===== src/rtl/dat_sequencer_pkg.sv =====
// Shared definitions for the SD CMD/DAT controllers: sequencer states and
// the two-bit transfer status codes reported to the host.
package dat_sequencer_pkg;

    typedef enum logic [2:0] {
        IDLE     = 3'd0,
        SETUP    = 3'd1,
        STROBE   = 3'd2,
        WAIT_BLK = 3'd3,
        FINISH   = 3'd4,
        ABORT    = 3'd5,
        ACK_HOST = 3'd6
    } seqState_e;

    typedef enum logic [1:0] {
        STATUS_OK      = 2'b00,
        STATUS_TIMEOUT = 2'b01,
        STATUS_CRC_ERR = 2'b10,
        STATUS_REJECT  = 2'b11
    } seqStatus_e;

endpackage


===== src/rtl/dat_sequencer_counter.sv =====
// Clearable up-counter with a terminal-count flag, used as the per-block
// watchdog. hit_o fires on the cycle whose edge brings the count to limit_i.
module dat_sequencer_counter #(
    parameter int W = 16
) (
    input  logic         clk_i,
    input  logic         reset_i,
    input  logic         clear_i,
    input  logic         enable_i,
    input  logic [W-1:0] limit_i,
    output logic [W-1:0] count_o,
    output logic         hit_o
);

    logic [W-1:0] count_q;
    logic [W-1:0] count_d;

    always_comb begin
        count_d = count_q;
        if (clear_i) begin
            count_d = '0;
        end else if (enable_i) begin
            count_d = count_q + W'(1);
        end
    end

    always_ff @(posedge clk_i) begin
        if (reset_i) begin
            count_q <= '0;
        end else begin
            count_q <= count_d;
        end
    end

    // A zero limit never hits, which is how the watchdog is disabled.
    assign hit_o   = enable_i && !clear_i && (limit_i != '0) && (count_q == limit_i - W'(1));
    assign count_o = count_q;

endmodule


===== src/rtl/dat_sequencer.sv =====
// DAT-line transfer sequencer: accepts a host request, programs and strobes
// the dat_phys engine, tracks blocks and a watchdog, and reports status.
module dat_sequencer
    import dat_sequencer_pkg::*;
#(
    parameter int BLK_W = 4,
    parameter int TO_W  = 16
) (
    input  logic             sd_clock,
    input  logic             reset,
    input  logic             req_in,
    input  logic             req_write,
    input  logic [BLK_W-1:0] req_blocks,
    input  logic [TO_W-1:0]  req_timeout,
    output logic             ack_out,
    output logic [1:0]       status_out,
    output logic             busy_out,
    output logic             strobe_out,
    output logic [BLK_W-1:0] blocks_out,
    output logic             writeRead_out,
    output logic             multiple_out,
    output logic [TO_W-1:0]  timeout_out,
    output logic             ack_phys_out,
    output logic             idle_phys_out,
    input  logic             block_done_in,
    input  logic             crc_err_in
);

    seqState_e        state_q, state_d;
    seqStatus_e       status_q, status_d;
    logic [BLK_W-1:0] blocks_q, blocks_d;
    logic [BLK_W-1:0] blkCnt_q, blkCnt_d;
    logic [BLK_W-1:0] blkCntInc;
    logic [TO_W-1:0]  timeout_q, timeout_d;
    logic [TO_W-1:0]  wdogCount;
    logic             writeRead_q, writeRead_d;
    logic             multiple_q, multiple_d;
    logic             wdogClear, wdogEnable, wdogHit;

    assign blkCntInc  = blkCnt_q + BLK_W'(1);
    assign wdogClear  = (state_q != WAIT_BLK) || block_done_in;
    assign wdogEnable = (state_q == WAIT_BLK) && (timeout_q != '0);

    dat_sequencer_counter #(
        .W(TO_W)
    ) u_wdog (
        .clk_i    (sd_clock),
        .reset_i  (reset),
        .clear_i  (wdogClear),
        .enable_i (wdogEnable),
        .limit_i  (timeout_q),
        .count_o  (wdogCount),
        .hit_o    (wdogHit)
    );

    always_comb begin
        state_d     = state_q;
        status_d    = status_q;
        blocks_d    = blocks_q;
        blkCnt_d    = blkCnt_q;
        timeout_d   = timeout_q;
        writeRead_d = writeRead_q;
        multiple_d  = multiple_q;
        unique case (state_q)
            IDLE: begin
                if (req_in) begin
                    if (req_blocks == '0) begin
                        status_d = STATUS_REJECT;
                        state_d  = ACK_HOST;
                    end else begin
                        blocks_d    = req_blocks;
                        writeRead_d = req_write;
                        timeout_d   = req_timeout;
                        multiple_d  = (req_blocks > BLK_W'(1));
                        state_d     = SETUP;
                    end
                end
            end
            SETUP: begin
                blkCnt_d = '0;
                state_d  = STROBE;
            end
            STROBE: state_d = WAIT_BLK;
            // CRC failure beats a coincident block completion, which beats the watchdog.
            WAIT_BLK: begin
                if (crc_err_in) begin
                    status_d = STATUS_CRC_ERR;
                    state_d  = ABORT;
                end else if (block_done_in) begin
                    blkCnt_d = blkCntInc;
                    if (blkCntInc == blocks_q) begin
                        state_d = FINISH;
                    end
                end else if (wdogHit) begin
                    status_d = STATUS_TIMEOUT;
                    state_d  = ABORT;
                end
            end
            FINISH: begin
                status_d = STATUS_OK;
                state_d  = ACK_HOST;
            end
            ABORT: state_d = ACK_HOST;
            ACK_HOST: begin
                if (!req_in) begin
                    state_d = IDLE;
                end
            end
            default: state_d = IDLE;
        endcase
    end

    always_ff @(posedge sd_clock) begin
        if (reset) begin
            state_q     <= IDLE;
            status_q    <= STATUS_OK;
            blocks_q    <= '0;
            blkCnt_q    <= '0;
            timeout_q   <= '0;
            writeRead_q <= 1'b0;
            multiple_q  <= 1'b0;
        end else begin
            state_q     <= state_d;
            status_q    <= status_d;
            blocks_q    <= blocks_d;
            blkCnt_q    <= blkCnt_d;
            timeout_q   <= timeout_d;
            writeRead_q <= writeRead_d;
            multiple_q  <= multiple_d;
        end
    end

    // The PHY is held idle combinationally for as long as reset is asserted.
    assign idle_phys_out = reset || (state_q == ABORT);
    assign ack_out       = (state_q == ACK_HOST);
    assign busy_out      = (state_q != IDLE);
    assign strobe_out    = (state_q == STROBE);
    assign ack_phys_out  = (state_q == FINISH);
    assign status_out    = status_q;
    assign blocks_out    = blocks_q;
    assign writeRead_out = writeRead_q;
    assign multiple_out  = multiple_q;
    assign timeout_out   = timeout_q;

endmodule


===== config.mk =====
export PLATFORM = sky130hd
export DESIGN_NAME = dat_sequencer
export DESIGN_NICKNAME = d
export VERILOG_FILES = /design/src/rtl/dat_sequencer_pkg.sv /design/src/rtl/dat_sequencer_counter.sv /design/src/rtl/dat_sequencer.sv
export SDC_FILE = /design/constraint.sdc
export NUM_CORES = 1
export LEC_CHECK = 0
export CAP_MARGIN = 15
export CORE_MARGIN = 2
export CORE_UTILIZATION = 50
export DETAILED_ROUTE_END_ITERATION = 12
export MAX_ROUTING_LAYER = met4
export PLACE_DENSITY = 0.75
export SYNTH_ARGS = -nofsm -noshare
export SYNTH_HDL_FRONTEND = slang
export SYNTH_SLANG_ARGS = --single-unit

===== constraint.sdc =====
create_clock -name sd_clock -period 3.8 [get_ports sd_clock]
set_input_delay 0.38 -clock sd_clock [delete_from_list [all_inputs] [get_ports sd_clock]]
set_output_delay 0.38 -clock sd_clock [all_outputs]
set_load 0.01 [all_outputs]

==> impl_metrics.toml, run 1 <==
[run_status]
status = "finished, final reports clean"

[floorplanning]
die_area_um2 = 6002
initial_core_util_pct = 52.18
die_h_um = 77.47
core_region_area_um2 = 5172
io_pins = 55
die_x_um = 77.47
rows = 26

[clocking]
htreeDepth = 2
clock_latency_ns = 0.31
numCtsBuffers = 5
root_buffer = "clkbuf_8"
cts_hold_buf = 0
cts.clk_slew.worst_paths_ns = 0.08
cts_setup_buffers = 0
cts_buffer_depth = 2
cts_sinks = 47
cts_tree = "done"
cts_resized = 0

[drt]
route.detailed.drc = 0
wl_mm = 6.385
drt_iter0_markers = 152
via_count = 2511
drt-pass1-iter-count = 4
routedWlPerCell_um = 13.85
viasPerCell = 5.447
drtAntennaViolNets = 0

[setup_path]
endpoint_kind = "flop"
slowest_delay_ns = 0.38
slowest_stage = "dfxtp_1"
critical_path_class = "flop to flop"
worstPathMaxFanout = 6
cp_data_arrival_time_ns = 2.85
cp_cell_sequence = "inv_1 > ha_1 > nor2b_1 > nand4_1 > mux2_1 > mux2i_1 > o22ai_1 > a31oi_2 > a21oi_1 > nor4_1"
start_kind = "flop"
critical_path_required_ns = 4.01

[timing]
fin_setup_tns_ns = 0
fin_crit_ns = 2.642
tightest_slew_ns = 0.7803
clock_skew_ns = 0.005621
min_period_over_period_pct = 69.53
drv_slew = 0
setup_violations = 0
max_freq_mhz = 378.5
relSlewSlack_pct = 47.98
rsz0062_at_grt = "false"
finalHoldViolCount = 0

[power]
leakage_nw = 1.197
irDropWorstVdd_mv = 0.3633
power_density_nw_per_um2 = 685.6
switching_share_pct = 43.28
p_sw_uw = 991.0
internal_power_mw = 1.299
clkPwrFrac_pct = 13.1
seq_power_share_pct = 34.2
combPwrFrac_pct = 52.7

[cells_and_area]
fillCellCount = 466
layout-drive-gt1-share_pct = 4.859
syn2layout_area_growth_pct = 23.74
final_cells = 461
multiInputGateArea_um2 = 1659
diodes = 0
regArea_um2 = 940.9
fin_nets = 419

[logic_synthesis]
synth_top_area_share_pct = 34.86
synth_top_family_by_area = "simple AND/OR/NAND/NOR gates"
syn_avg_cell_area_um2 = 7.778
synthFlopType = "dfxtp_1"
yosysTopAreaCell = "dfxtp_1"
synth-edff-count = 0
synth_commonest_cells = "nand2_1, dfxtp_1, a21oi_1"
muxShareOfSynthArea_pct = 1.576
synth_fa_ha_area_share_pct = 1.391
syn_area_um2 = 2699
ys_seq_area_share_pct = 34.86
synth-simple-area-share_pct = 31.06
synth_compound_area_share_pct = 15.44
syn-num-nets = 376
netlist_top_cells_area = "dfxtp_1, nand2_1, a21oi_1"
synthArstFlopShare_pct = 0
synthCells = 347
yosys.cell_count.top_type = "nand2_1"
yosys_register_bits = 47
synth_xor_area_share_pct = 12.01
yosys_warnings = 0
netlist-cell-type-count = 57

[placement]
placedCellCount = 453
hpwl_mm = 4.648
port-buffer-count = 54
gp_congestion = 0.9278

[flow_run]
drv_cap = 0

[grt]
grt_max_degree = 25
grt_util_all_layers_pct = 22.80
grt_antenna_before_repair = 0
grt-ovfl-total = 0
grt_pass1_vias = 2290
grt_pass1_wl_mm = 10.85

[min_path]
hold_class = "flop to flop"
==> worst paths after layout <==
check                         startpoint                         end  slack [ns]  depth (start not counted)
max reg2reg  timeout_out[0]$_SDFFE_PP0P_     state_q[1]$_SDFFE_PP0P_        1.16                         10
max          timeout_out[0]$_SDFFE_PP0P_     state_q[1]$_SDFFE_PP0P_        1.16                         10
min reg2reg   status_out[1]$_SDFFE_PP0P_  status_out[1]$_SDFFE_PP0P_        0.50                          2
min           status_out[1]$_SDFFE_PP0P_  status_out[1]$_SDFFE_PP0P_        0.50                          2
==> cell families after synthesis <==
group | after synthesis
AO/OA/AOI/OAI | 69
XOR/XNOR | 37
adder cells (fa/ha/maj) | 3
buffers and inverters | 23
flip-flops | 47
multiplexers | 4
AND/OR/NAND/NOR | 164
==> state kept, by name, summed over array words and instances (netlist names) <==
| name | cells |
|---|---|
| timeout_out | 16 |
| u_wdog.count_o | 16 |
| blkCnt_q | 4 |
| blocks_out | 4 |
| state_q | 3 |
| status_out | 2 |
| multiple_out | 1 |
| writeRead_out | 1 |
==> per-layer routing <==
layer | vias up | routed length (µm) | global-route usage (%)
li1 | 1298 | - | -
met3 | 5 | 308 | 4.535
met2 | 69 | 2853 | 34.96
met4 | 0 | 63 | 5.893
met1 | 1139 | 3160 | 30.94
met5 | - | 0 | -
==> layout make-up <==
class | count | area share (%)
tap | 70 | 2.623
timing repair buffer | 55 | 16.41
sequential | 47 | 28.18
clock buffer | 5 | 2.061
clock inverter | 3 | 0.5995
multi-input combinational | 277 | 49.68
inverter | 4 | 0.4496
==> worst max-delay path: cells and delay by family (launching register included) <==
kind	cells	cell delay (ns)
adders and majority gates	1	0.27
AOI/OAI and AO/OA	3	0.57
and+or+nand+nor	3	0.72
DFF	1	0.38
buffers and inverters	1	0.08
muxes	2	0.52
==> power by group through the flow <==
stage | registers [mW] | clock network [mW] | logic, mW
floorplan | 0.750 | 0 | 0.859
global placement | 0.786 | 0 | 1.18
detailed placement | 0.792 | 0 | 1.20
CTS | 0.781 | 0.309 | 1.21
global route | 0.804 | 0.331 | 1.34
finish | 0.782 | 0.301 | 1.21
==> per-stage QoR <==
| stage | hold WS, ns | setup WS [ns] | area [µm²] | power, mW | util, % |
|---|---|---|---|---|---|
| floorplan | 0.4492 | 1.568 | 2699 | 1.609 | - |
| global placement | 0.4432 | 1.025 | 3251 | 1.967 | 62.84 |
| detailed placement | 0.4811 | 0.8707 | 3251 | 1.995 | 62.84 |
| CTS | 0.4945 | 1.146 | 3339 | 2.298 | 64.56 |
| global route | 0.5125 | 0.8584 | 3339 | 2.472 | 64.56 |
| finish | 0.4951 | 1.158 | 3339 | 2.290 | 64.56 |
==> layout by cell type, fill, tap and decap left out, drive strengths merged, types with 4 or more instances in the layout <==
cell type,synthesis,layout
a21oi,37,37
and3,5,5
clkbuf,15,5
clkdlybuf4s50,0,54
dfxtp,47,47
inv,4,4
nand2,60,60
nand2b,7,7
nand3,12,12
nand4,7,7
nor2,30,30
nor2b,6,6
nor4,7,7
o21ai,12,12
or3,10,10
xnor2,17,17
xor2,20,20
(Power assumes the default switching activity.)
==> run 2: changes to the inputs <==
==> constraint.sdc (replaced) <==
create_clock -name sd_clock -period 2.6 [get_ports sd_clock]
set_input_delay 0.26 -clock sd_clock [delete_from_list [all_inputs] [get_ports sd_clock]]
set_output_delay 0.26 -clock sd_clock [all_outputs]
set_load 0.01 [all_outputs]
==> run 2 against run 1 <==
Final cell count is 3.5% higher. Sequential power grew 39%. Largest cell class unchanged. Critical path depth down 1. Sequential cell count is the same.
==> impl_metrics.toml, run 2 (same netlist as run 1, synthesis figures left out) <==
[drt]
viasPerCell = 5.522
route.detailed.drc = 0
drt_iter0_markers = 129
drt-pass1-iter-count = 4
drtAntennaViolNets = 0
wl_mm = 6.789
via_count = 2634
routedWlPerCell_um = 14.23

[placement]
hpwl_mm = 5.140
postPlaceCellArea_um2 = 3368
port-buffer-count = 54
gp_congestion = 0.8491
placedCellCount = 467
post-place-ws_ns = 0.09823

[power]
power_mw = 3.775
leakage_nw = 1.312
power_density_nw_per_um2 = 1066
clkPwrFrac_pct = 14.8
internal_power_mw = 2.240
switching_share_pct = 40.67
seq_power_share_pct = 28.9
p_sw_mw = 1.535
combPwrFrac_pct = 56.3
irDropWorstVdd_mv = 0.6570

[floorplanning]
die_h_um = 77.47
io_pins = 55
initial_core_util_pct = 52.18
die_area_um2 = 6002
core_region_area_um2 = 5172
rows = 26
die_x_um = 77.47

[setup_path]
path_common_cell = "a21oi_1"
critical_path_required_ns = 2.78
r2r_start = "timeout_out[2]$_SDFFE_PP0P_"
endpoint_kind = "flop"
crit_start = "timeout_out[2]$_SDFFE_PP0P_"
cp_data_arrival_time_ns = 2.68
critPathBufInv = 1
start_kind = "flop"
cp_cell_sequence = "or3_1 > or4_1 > a21oi_1 > o2111ai_1 > nor3_2 > a31oi_2 > buf_4 > o21ai_0 > a21oi_1"
worstPathMaxFanout = 8
critical_path_class = "flop to flop"
slowest_delay_ns = 0.52
slowest_stage = "or4_1"
cpLargestDelayFamily = "simple AND/OR/NAND/NOR gates"

[timing]
fin_ws_ns = 0.1014
setup_violations = 0
min_period_over_period_pct = 96.10
fin_crit_ns = 2.499
relSlewSlack_pct = 64.70
max_freq_mhz = 400.2
drv_slew = 0
tightest_slew_ns = 0.5295
hold_slack_ns = 0.4704
clock_skew_ns = 0.006887
finalHoldViolCount = 0

[clocking]
cts.clk_slew.worst_paths_ns = 0.09
cts_buffer_depth = 2
cts_hold_buf = 0
clock_latency_ns = 0.30
cts_tree = "done"
cts_sinks = 47
root_buffer = "clkbuf_8"
htreeDepth = 2
numCtsBuffers = 5

[grt]
grt_pass1_vias = 2394
grt_util_all_layers_pct = 23.90
grt_pass1_wl_mm = 11.43
grt_antenna_before_repair = 0
grt-ovfl-total = 0
grt_max_degree = 21

[min_path]
hold_class = "flop to flop"
worstHoldStart = "writeRead_out$_SDFFE_PP0P_"

[cells_and_area]
fillCellCount = 435
layout_common_cells = "nand2_1, clkdlybuf4s50_1, dfxtp_1"
layout-drive-gt1-share_pct = 10.57
diodes = 0
syn2layout_area_growth_pct = 31.25
fin_nets = 435
fin_area_um2 = 3542
final_common_cell = "nand2_1"
final_cells = 477

[flow_run]
drv_cap = 0

[run_status]
status = "finished, final reports clean"
==> run 2: final cells by class <==
cell class                      instances  area, µm²  share of cell area (%)
Timing Repair Buffer                   71      680.7                   19.22
Clock inverter                          2      35.03                  0.9890
Tap cell                               70      87.58                   2.473
Inverter                                4      15.01                  0.4239
Multi-Input combinational cell        277       1695                   47.86
Clock buffer                            6      82.58                   2.331
Sequential cell                        47      945.9                   26.70
==> run 2: power by group through the flow <==
stage          clock network, mW  logic (mW)  registers, mW
4_1_cts                    0.565        2.04           1.08
2_1_floorplan                  0        1.25           1.10
6_report                   0.559        2.12           1.09
3_3_place_gp                   0        2.00           1.09
5_1_grt                    0.594        2.33           1.12
3_5_place_dp                   0        2.04           1.09
==> run 2: worst min-delay path: cells and delay by family (launching register included) <==
| kind | cells | cell delay, ns |
|---|---|---|
| flops | 1 | 0.32 |
| compound gates | 1 | 0.05 |
| simple gates | 1 | 0.05 |
==> run 2: worst paths after layout <==
path / to / slack (ns) / cells after the start
worst min register to register: writeRead_out$_SDFFE_PP0P_ / 0.47 / 2
worst max-delay path: status_out[1]$_SDFFE_PP0P_ / 0.10 / 9
worst min-delay path: writeRead_out$_SDFFE_PP0P_ / 0.47 / 2
worst max register to register: status_out[1]$_SDFFE_PP0P_ / 0.10 / 9
==> run 2: layer usage <==
layer / GRT usage (%) / routed length (µm) / vias to the layer above
met4: 5.714 / 41 / 0
met1: 32.82 / 3244 / 1222
met5: - / 0 / -
met3: 3.837 / 373 / 5
li1: - / - / 1325
met2: 37.13 / 3130 / 82
==> run 2: repair_timing <==
| action | CTS | global route |
|---|---|---|
| buffers inserted | 0 | 2 |
| endpoints found under the setup margin | 0 | 4 |
| hold endpoints to repair | 0 | 0 |
| gates resized for setup | 0 | 11 |
==> run 2: stage by stage <==
stage	utilization (%)	setup TNS, ns
after floorplan	-	0
after global placement	65.12	0
after detailed placement	65.12	0
after CTS	67.39	0
after global routing	68.48	-0.09748
final	68.48	0
==> run 3: changes to the inputs <==
--- a/config.mk
+++ b/config.mk
@@ -7,10 +7,11 @@
 export LEC_CHECK = 0
 export CAP_MARGIN = 15
 export CORE_MARGIN = 2
-export CORE_UTILIZATION = 50
+export CORE_UTILIZATION = 35
 export DETAILED_ROUTE_END_ITERATION = 12
 export MAX_ROUTING_LAYER = met4
-export PLACE_DENSITY = 0.75
+export PLACE_DENSITY = 0.55
+export SKIP_CTS_REPAIR_TIMING = 1
 export SYNTH_ARGS = -nofsm -noshare
 export SYNTH_HDL_FRONTEND = slang
 export SYNTH_SLANG_ARGS = --single-unit
==> run 3 against run 2 <==
First-iteration DRC count shrank 49%. Sequential share of layout area shrank 0.36 points. Design area grew 1.4%. Total power is essentially flat. Routed wire length grew 4.7%. Combinational power is essentially flat. Sequential cell count is the same. Fmax shrank 0.30%. Non-clock buffer count grew 2. Sequential power is essentially flat. Largest cell class unchanged.
==> impl_metrics.toml, run 3 (same netlist as run 1, synthesis figures left out) <==
[cells_and_area]
final_common_cell = "nand2_1"
diodes = 0
layout-drive-gt1-share_pct = 11.49
regArea_um2 = 945.9
fillCellCount = 776
final_cells = 511
final_util_pct = 47.20
syn2layout_area_growth_pct = 33.06
layout_common_cells = "nand2_1, clkdlybuf4s50_1, dfxtp_1"
fin_nets = 437
multiInputGateArea_um2 = 1703

[clocking]
cts.clk_slew.worst_paths_ns = 0.10
root_buffer = "clkbuf_8"
cts_sinks = 47
numCtsBuffers = 5
cts_buffer_depth = 2
htreeDepth = 2
clock_latency_ns = 0.31
cts_tree = "done"

[timing]
min_period_over_period_pct = 96.38
hold_slack_ns = 0.4651
max_freq_mhz = 399.0
finalHoldViolCount = 0
fin_crit_ns = 2.506
setup_violations = 0
clock_skew_ns = 0.01042
relSlewSlack_pct = 60.37
drv_slew = 0
tightest_slew_ns = 0.5945

[placement]
hpwl_mm = 5.300
placedCellCount = 502
gp_congestion = 0.8676
port-buffer-count = 54

[drt]
route.detailed.drc = 0
met1Wirelength_mm = 3.571
drtAntennaViolNets = 0
drt_iter0_markers = 66
routedWlPerCell_um = 13.91
dr_wl_met2_mm = 3.171
via_count = 2561
dr.max_layer_used = "met4"
dr_wl_met3_um = 291
wl_mm = 7.108
drt-pass1-iter-count = 4
viasPerCell = 5.012

[floorplanning]
die_area_um2 = 8429
core_region_area_um2 = 7607
die_h_um = 91.81
rows = 32
die_x_um = 91.81
io_pins = 55
initial_core_util_pct = 35.48

[setup_path]
cp_cell_sequence = "or3_4 > or4_1 > a21oi_2 > o2111ai_2 > nor3_2 > a31oi_4 > a21oi_1 > o2bb2ai_1"
slowest_stage = "or4_1"
start_kind = "flop"
worst_r2r_path_depth = 8
cp_data_arrival_time_ns = 2.71
slowest_delay_ns = 0.53
worstPathMaxFanout = 8
critical_path_required_ns = 2.80
critical_path_class = "flop to flop"
endpoint_kind = "flop"

[min_path]
hold_class = "flop to flop"
min_path_cells = 2

[run_status]
status = "finished, final reports clean"

[power]
clkPwrFrac_pct = 14.8
leakage_nw = 1.303
seq_power_share_pct = 28.6
irDropWorstVdd_mv = 0.4135
p_sw_mw = 1.580
switching_share_pct = 41.84
combPwrFrac_pct = 56.6
power_density_nw_per_um2 = 1051
internal_power_mw = 2.196

[grt]
grt-ovfl-total = 0
grt_pass1_vias = 2292
grt_util_all_layers_pct = 17.13
grt_pass1_wl_mm = 11.41
grt_max_degree = 33
grt_antenna_before_repair = 0

[flow_run]
drv_cap = 0
## run 3: cell count changes in the layout (fill, tap and decap cells not counted), moves of 2 or more
cell | before | now
a21oi_1 | 36 | 34
a21oi_2 | 1 | 3
buf_4 | 16 | 19
dfxtp_1 | 43 | 45
dfxtp_2 | 4 | 1
## run 3: metrics by stage
stage / cell area, µm² / power (mW) / setup slack (ns) / TNS [ns]
5_1_grt: 3591 / 4.074 / -0.04745 / -0.05853
4_1_cts: 3535 / 3.703 / 0.03327 / 0
6_report: 3591 / 3.775 / 0.09400 / 0
2_1_floorplan: 2699 / 2.351 / 0.3685 / 0
3_5_place_dp: 3418 / 3.125 / 0.04974 / 0
3_3_place_gp: 3418 / 3.109 / 0.1262 / 0
## run 3: layout make-up
cell class	instances	area share, %
timing repair buffer	73	19.02
clock inverter	3	1.324
multi-input combinational	277	47.42
inverter	4	0.4181
sequential	47	26.34
clock buffer	5	1.916
tap	102	3.554
## run 3: routing by layer
| layer | up-vias | global-route usage (%) |
|---|---|---|
| met5 | - | - |
| met4 | 0 | 4.726 |
| met3 | 5 | 3.451 |
| met2 | 56 | 25.37 |
| met1 | 1173 | 23.83 |
| li1 | 1327 | - |
## run 3: power by group through the flow
stage	Combinational (mW)	Sequential [mW]	Clock (mW)
after floorplan	1.25	1.10	0
after global placement	2.02	1.09	0
after detailed placement	2.03	1.09	0
after CTS	2.05	1.08	0.576
after global routing	2.35	1.11	0.613
final	2.14	1.08	0.558
## run 3: final timing paths
check                              start                          to  slack (ns)
max          timeout_out[2]$_SDFFE_PP0P_     state_q[2]$_SDFFE_PP0P_        0.09
max reg2reg  timeout_out[2]$_SDFFE_PP0P_     state_q[2]$_SDFFE_PP0P_        0.09
min reg2reg   writeRead_out$_SDFFE_PP0P_  writeRead_out$_SDFFE_PP0P_        0.47
min           writeRead_out$_SDFFE_PP0P_  writeRead_out$_SDFFE_PP0P_        0.47
## run 3: critical path: cells and delay by family, from the launching register on
kind	cells	cell delay [ns]
simple gates	3	1.22
compound gates	5	0.79
flops	1	0.39
